===== config.mk =====
export PLATFORM = sky130hd
export DESIGN_NAME = instruction_fetch
export DESIGN_NICKNAME = d
export VERILOG_FILES = /design/src/rtl/cpu_pkg.sv /design/src/rtl/fetch_next_pc.sv /design/src/rtl/instruction_fetch.sv
export SDC_FILE = /design/constraint.sdc
export NUM_CORES = 1
export LEC_CHECK = 0
export ABC_AREA = 0
export CORE_MARGIN = 2
export CORE_UTILIZATION = 45
export CTS_CLUSTER_SIZE = 40
export DETAILED_ROUTE_END_ITERATION = 8
export GPL_ROUTABILITY_DRIVEN = 0
export GPL_TIMING_DRIVEN = 0
export PLACE_DENSITY = 0.88
export SETUP_SLACK_MARGIN = 0.2
export SYNTH_ARGS = -nofsm -noshare
export SYNTH_HDL_FRONTEND = slang
export SYNTH_SLANG_ARGS = --single-unit

===== constraint.sdc =====
create_clock -name Clock -period 5.6 [get_ports Clock]
set_input_delay 0.56 -clock Clock [delete_from_list [all_inputs] [get_ports Clock]]
set_output_delay 0.56 -clock Clock [all_outputs]
set_load 0.03 [all_outputs]

===== src/rtl/cpu_pkg.sv =====
// Shared definitions for the 24-bit single-cycle CPU.
// Opcodes, instruction field positions and fetch FSM states.
package cpu_pkg;

    localparam int INSTR_W = 24;

    localparam logic [3:0] OP_ADDI  = 4'b0001;
    localparam logic [3:0] OP_LS    = 4'b0010;
    localparam logic [3:0] OP_SS    = 4'b0011;
    localparam logic [3:0] OP_BEQ   = 4'b0100;
    localparam logic [3:0] OP_RTYPE = 4'b0110;

    localparam int OPC_MSB   = 23;
    localparam int OPC_LSB   = 20;
    localparam int RS_MSB    = 19;
    localparam int RS_LSB    = 16;
    localparam int RT_MSB    = 15;
    localparam int RT_LSB    = 12;
    localparam int RD_MSB    = 11;
    localparam int RD_LSB    = 8;
    localparam int SHAMT_MSB = 7;
    localparam int SHAMT_LSB = 4;
    localparam int FUNCT_MSB = 3;
    localparam int FUNCT_LSB = 0;
    localparam int IMM_MSB   = 11;
    localparam int IMM_LSB   = 0;

    typedef enum logic [1:0] {
        IDLE  = 2'b00,
        FETCH = 2'b01,
        HOLD  = 2'b10
    } fetch_state_t;

endpackage


===== src/rtl/fetch_next_pc.sv =====
// Next-PC arithmetic for the fetch stage.
// Immediate arrives already sign-extended/truncated to PC width.
module fetch_next_pc #(
    parameter int PC_WIDTH = 8
) (
    input  logic [PC_WIDTH-1:0] i_pc,
    input  logic [PC_WIDTH-1:0] i_imm,
    input  logic                i_taken,
    output logic [PC_WIDTH-1:0] o_next_pc,
    output logic [PC_WIDTH-1:0] o_pc_plus1
);

    logic [PC_WIDTH-1:0] w_plus1;
    logic [PC_WIDTH-1:0] w_target;

    // Both paths wrap modulo 2^PC_WIDTH by plain truncation.
    always_comb begin
        w_plus1    = i_pc + PC_WIDTH'(1);
        w_target   = w_plus1 + i_imm;
        o_pc_plus1 = w_plus1;
        o_next_pc  = i_taken ? w_target : w_plus1;
    end

endmodule


===== src/rtl/instruction_fetch.sv =====
// Fetch stage: PC register, imem req/ready handshake,
// held instruction word and next-PC update on Advance.
module instruction_fetch
    import cpu_pkg::*;
#(
    parameter int                PC_WIDTH = 8,
    parameter logic [PC_WIDTH-1:0] RESET_PC = '0
) (
    input  logic                Clock,
    input  logic                Reset,
    output logic                ImemReq,
    output logic [PC_WIDTH-1:0] ImemAddr,
    input  logic                ImemReady,
    input  logic [INSTR_W-1:0]  ImemData,
    input  logic                Advance,
    input  logic                Branch,
    input  logic                Zero,
    output logic                InstrValid,
    output logic [INSTR_W-1:0]  Instruction,
    output logic [3:0]          OPCODE,
    output logic [3:0]          Function,
    output logic [PC_WIDTH-1:0] PC,
    output logic [PC_WIDTH-1:0] PCPlus1
);

    fetch_state_t        r_state;
    fetch_state_t        w_state_next;
    logic [PC_WIDTH-1:0] r_pc;
    logic [INSTR_W-1:0]  r_instr;
    logic [PC_WIDTH-1:0] w_imm;
    logic [PC_WIDTH-1:0] w_next_pc;
    logic [PC_WIDTH-1:0] w_pc_plus1;
    logic                w_taken;
    logic                w_capture;
    logic                w_advance;

    // Fit the signed 12-bit immediate to the PC width.
    generate
        if (PC_WIDTH > 12) begin : g_imm_ext
            assign w_imm = {{(PC_WIDTH-12){r_instr[IMM_MSB]}},
                            r_instr[IMM_MSB:IMM_LSB]};
        end else begin : g_imm_trunc
            assign w_imm = r_instr[PC_WIDTH-1:0];
        end
    endgenerate

    assign w_taken   = Branch & Zero;
    assign w_capture = (r_state == FETCH) & ImemReady;
    assign w_advance = (r_state == HOLD) & Advance;

    fetch_next_pc #(
        .PC_WIDTH (PC_WIDTH)
    ) u_next_pc (
        .i_pc       (r_pc),
        .i_imm      (w_imm),
        .i_taken    (w_taken),
        .o_next_pc  (w_next_pc),
        .o_pc_plus1 (w_pc_plus1)
    );

    // FSM state register.
    always_ff @(posedge Clock or posedge Reset) begin
        if (Reset) r_state <= IDLE;
        else       r_state <= w_state_next;
    end

    // Next-state: IDLE for one cycle, then fetch/hold loop.
    always_comb begin
        w_state_next = r_state;
        case (r_state)
            IDLE:    w_state_next = FETCH;
            FETCH:   if (ImemReady) w_state_next = HOLD;
            HOLD:    if (Advance)   w_state_next = FETCH;
            default: w_state_next = IDLE;
        endcase
    end

    // PC moves only when downstream consumes the held word.
    always_ff @(posedge Clock or posedge Reset) begin
        if (Reset)          r_pc <= RESET_PC;
        else if (w_advance) r_pc <= w_next_pc;
    end

    // Instruction latches only on the ready edge in FETCH.
    always_ff @(posedge Clock or posedge Reset) begin
        if (Reset)          r_instr <= '0;
        else if (w_capture) r_instr <= ImemData;
    end

    assign ImemReq     = (r_state == FETCH);
    assign ImemAddr    = r_pc;
    assign InstrValid  = (r_state == HOLD);
    assign Instruction = r_instr;
    assign OPCODE      = r_instr[OPC_MSB:OPC_LSB];
    assign Function    = r_instr[FUNCT_MSB:FUNCT_LSB];
    assign PC          = r_pc;
    assign PCPlus1     = w_pc_plus1;

endmodule


# Word-level counts from Yosys, hierarchy flattened
# Index checks and enable logic that the tools add are counted.
dict set report word_totals {
  romBits 0
  reg_bits 34
  latch_bits 0
  mem_count 0
  ramBits 0
  inputBits 30
}
dict set report classes {
  reduce_logical 2
  n_div 0
  multipliers 0
  n_eq_ne 4
  muxes 4
  shift 0
  n_addsub 2
  n_bitwise 3
  n_lt_le_gt_ge 0
}
# operator count
set op_table {}
lappend op_table {{$add 8x1->8 const B} 1}
lappend op_table {{$add 8x8->8} 1}
lappend op_table {{$mux 8} 1}
lappend op_table {{$pmux 2 s3} 1}
lappend op_table {{$mux 2} 2}
lappend op_table {{$and 1x1->1} 3}
lappend op_table {{$eq 2x1->1 const B} 1}
lappend op_table {{$eq 2x2->1 const B} 1}
lappend op_table {{$logic_not 2->1} 1}
lappend op_table {{$ne 2x1->1 const B} 1}
lappend op_table {{$ne 2x2->1 const B} 1}
lappend op_table {{$reduce_and 2->1} 1}

# Logic depth before layout (Yosys ltp)
dict set report logic_depth {
  word_depth 3
  mapped_depth 9
  depth_no_buf 9
}

# By module
# Synthesis repeated with hierarchy kept, for this count alone.
dict set report hier_totals {
  hier_cells 164
  area_unflattened_um2 2043.2
}
# mod cells_per_inst instances area_per_inst_um2
set by_module_without_submodules {}
lappend by_module_without_submodules {instruction_fetch 94 1 1501.4}
lappend by_module_without_submodules {fetch_next_pc 70 1 541.8}

# Least setup slack after synthesis
# No wires, ideal clock.
dict set report synth_timing {
  path_type {reg-to-reg}
  from {register r_pc[0], in the netlist ImemAddr[0]}
  to {register r_pc[5], in the netlist ImemAddr[5]}
  setup_ps 124
  slack_ps 2630
  required_ps 5476
  path_stages_with_launch 10
  arrival_ps 2846
  path_cell_list {dfrtp_1 ha_1 nand3_1 xnor2_1 ha_1 a21oi_1 nand2_1 or3_1 a31oi_1 o21ai_1}
}
dict set report synth_via {
  elab_chain_len 3
}
# element line
set synth_lines {}
lappend synth_lines {{start, declared} instruction_fetch.sv:28} ;# logic [PC_WIDTH-1:0] r_pc;
lappend synth_lines {{start signal, assigned} instruction_fetch.sv:81} ;# else if (w_advance) r_pc <= w_next_pc;
lappend synth_lines {{$add 8x1->8} fetch_next_pc.sv:18} ;# w_plus1 = i_pc + PC_WIDTH'(1);
lappend synth_lines {{net PCPlus1[4]} instruction_fetch.sv:23} ;# output logic [PC_WIDTH-1:0] PCPlus1
lappend synth_lines {{$add 8x8->8} fetch_next_pc.sv:19} ;# w_target = w_plus1 + i_imm;
lappend synth_lines {{$mux 8} fetch_next_pc.sv:21} ;# o_next_pc = i_taken ? w_target : w_plus1;
# The timed path passes the listed nets, and every way through them passes these cells.
# A chain may end at the register's enable or synchronous reset.

# Worst setup path after layout
dict set report layout_timing {
  from {register r_pc[0], in the netlist ImemAddr[0]}
  to {output port PCPlus1[6]}
}
dict set report layout_via {
  elab_chain_len 1
}
# element line
set layout_lines {}
lappend layout_lines {{$add 8x1->8} fetch_next_pc.sv:18}
lappend layout_lines {{end, declared} instruction_fetch.sv:23}
# No other way between the ends.

==> key figures <==
Outcome
  – Status: completed

Logic synthesis
  – Most common cell in the netlist: dfrtp_1
  – Post-synthesis compound-gate area fraction: between 10% and 20%
  – Seq cells post-synth: 34
  – Synthesis Warnings: 0
  – Synth area leaders: dfrtp_1 (43%), mux2_2 (14%), buf_4 (6.4%), ha_1 (5.6%), nand2_1 (2.8%)
  – Number of synthesized flops with an enable pin: 0
  – Post-Synth Simple-Gate Area: 13.3%
  – Area leader, netlist: dfrtp_1
  – Largest family of logic cells by synthesized area: multiplexers
  – Top FF cell, synth: dfrtp_1
  – Syn Std Cell Area: between 0.0015 and 0.002 mm^2
  – Post-synthesis sequential area ratio: a little over two fifths
  – Ys async rst share: 100%
  – Post-Synth Adder-Cell Area: 6.65%
  – Mux share of post-synthesis cell area: 14.1%
  – Syn Nets: 224
  – Synth top cells by count: dfrtp_1 (34), mux2_2 (24), buf_4 (17), nand2_1 (15), a21oi_1 (11)
  – Netlist cell types: 44
  – Synthesized area per cell: 10.8 um^2
  – XOR/XNOR share of the synthesized area: 3.45%
  – Cells after synthesis: 184
  – Synth top area share: 42.7%

Timing
  – Slew Limit Headroom: 53.9%
  – Final WS setup: 2.73 ns
  – RSZ-0062 raised after global routing: no
  – Fmax: 349 MHz
  – Fin crit period: 2.87 ns
  – Fin. Hold Viols: 0
  – Final TNS setup: 0 ns
  – Max Slew Vio Count: 0
  – Clock skew: 0.00638 ns
  – Final worst path period share: about half
  – Worst-Margin Slew: slightly below 0.7 ns
  – Final setup viols: 0

Placement
  – Port-buffer cells: 87
  – Hpwl dp: 3.55 mm
  – Setup WS pre-CTS: 2.98 ns

Die
  – Total core area: 0.00432 mm^2
  – Die area: between 0.004 and 0.005 mm^2
  – Number of top-level pins: just under 90
  – Die height: 70.6 um
  – Std-Cell Rows: 24
  – Initial core utilization: 46.1%
  – Die W: 70.6 um

Detailed routing
  – Vias per cell: 5.26
  – Pre-antenna DRT Iters: 4
  – Wire per inst: 13.8 um
  – First DRT Iteration DRCs: 88
  – Vias post-DR: between 1.5k and 2k
  – DRC: 0
  – ANT nets after route: 0
  – Final wirelength: 4.55 mm

Setup path
  – Crit end category: output port
  – WS Path Type: flop to output port
  – Req. time, crit path: ~5.0 ns
  – Critical Path Start Type: flop
  – WP data arrival: 2.31 ns
  – Worst-path maximum fanout: 7

Clock network
  – Hold-fix buffers, CTS: 0
  – Post_cts resized: 0
  – Latest clock arrival within the worst-skew pair: 0.28 ns
  – Post-CTS Setup Inserts: 0
  – Clk slew on worst S/H paths: 0.07 ns
  – Clk buf depth: 2
  – H-tree depth: 2
  – Total CTS buffers: 5
  – Num Clock Sinks: 34
  – CTS tree: done
  – Root Driver: clkbuf_8

Flow run
  – MaxCap Viol Count: 0

GRT
  – Grt ovf: 0
  – Vias in the first global route: 1732
  – Total Routing Usage GR: 19.7%
  – First-pass GRT wire length: 7.87 mm
  – Initial antenna violation count: 0
  – Largest net degree at the start of global routing: 35

Min path
  – Hold crit path type: flop to flop

Layout
  – N_diodes: 0
  – Synth-to-Final Area Change: 51.1%
  – Layout cell share with drive strength beyond 1: between 20% and 30%
  – Nets: ~320

Power
  – Final Power: 2.26 mW
  – Lkg Pwr: 1.28 nW
  – Peak supply drop: 0.364 mV
  – Pwr/cell area: 748 mW/mm^2
==> routing by layer <==
metal / track usage (%) / wire [um]
met4: 6.50 / 64
met5: 0 / 0
met1: 23.2 / 1790
met2: 33.5 / 2310
met3: 7.41 / 386
==> layout by cell type (no fill, tap or decap), types with 4 or more instances in the layout <==
cell type,netlist,layout
mux2_2,24,24
dfrtp_1,34,34
nand3_1,7,7
xnor2_1,4,4
nand2_1,15,15
o21ai_0,7,7
buf_4,17,17
clkdlybuf4s50_1,0,87
ha_1,9,9
a21oi_1,11,11
nor2_1,5,5
clkbuf_8,0,5
==> worst max-delay path, cell delays in order (launching register included) <==
cell             delay, ns
dfrtp_1               0.50
ha_1                  0.31
nand3_1               0.13
xnor2_1               0.34
clkdlybuf4s50_1       0.74
==> flip-flops by register name, summed over array words and instances, names as in the netlist <==
register	flops
r_state	2
ImemAddr	8
Instruction	24
==> logic make-up (layout without fill, tap and decap cells) <==
family                     count (synthesis)  in the layout
DFF                                       34             34
buffers and inverters                     24            118
xor gates and xnor gates                   7              7
and+or+nand+nor                           48             48
AOI/OAI and AO/OA                         36             36
adders and majority gates                 10             10
muxes                                     25             25
==> final cells by class <==
cell class                 count  area (um^2)
timing repair buffer          87          871
clock buffer                   5         68.8
tap                           52         65.1
clock inverter                 2         15.0
sequential                    34          851
fill                         356         1310
buffer                        20          149
multi-input combinational    126          980
inverter                       4         15.0
==> metrics by stage <==
step | cell area (um^2) | util (%) | hold WS [ns] | std cells
detailed placement | 2930 | 67.8 | 0.478 | 323
floorplan | 1990 | - | 0.453 | 184
CTS | 3010 | 69.7 | 0.488 | 330
global route | 3010 | 69.7 | 0.522 | 330
global placement | 2930 | 67.8 | 0.471 | 323
finish | 3010 | 69.7 | 0.498 | 330
==> path summary, 6_finish.rpt <==
check                                 start              end  slack [ns]  cells after the start
worst min register to register   r_state[1]       r_state[0]        0.50                      1
worst min-delay path             r_state[1]       r_state[0]        0.50                      1
min in group asynchronous             Reset  Instruction[19]        0.70                      2
worst max-delay path            ImemAddr[0]       PCPlus1[6]        2.73                      4
worst max register to register  ImemAddr[0]      ImemAddr[7]        2.92                      8
max in group asynchronous             Reset      ImemAddr[6]        4.45                      2
==> report_power, final <==
part | switching [mW] | internal (mW)
sequential | 0.124 | 0.368
combinational | 0.860 | 0.729
clock | 0.0899 | 0.0848
No activity file was read; power rests on OpenSTA's default activity.
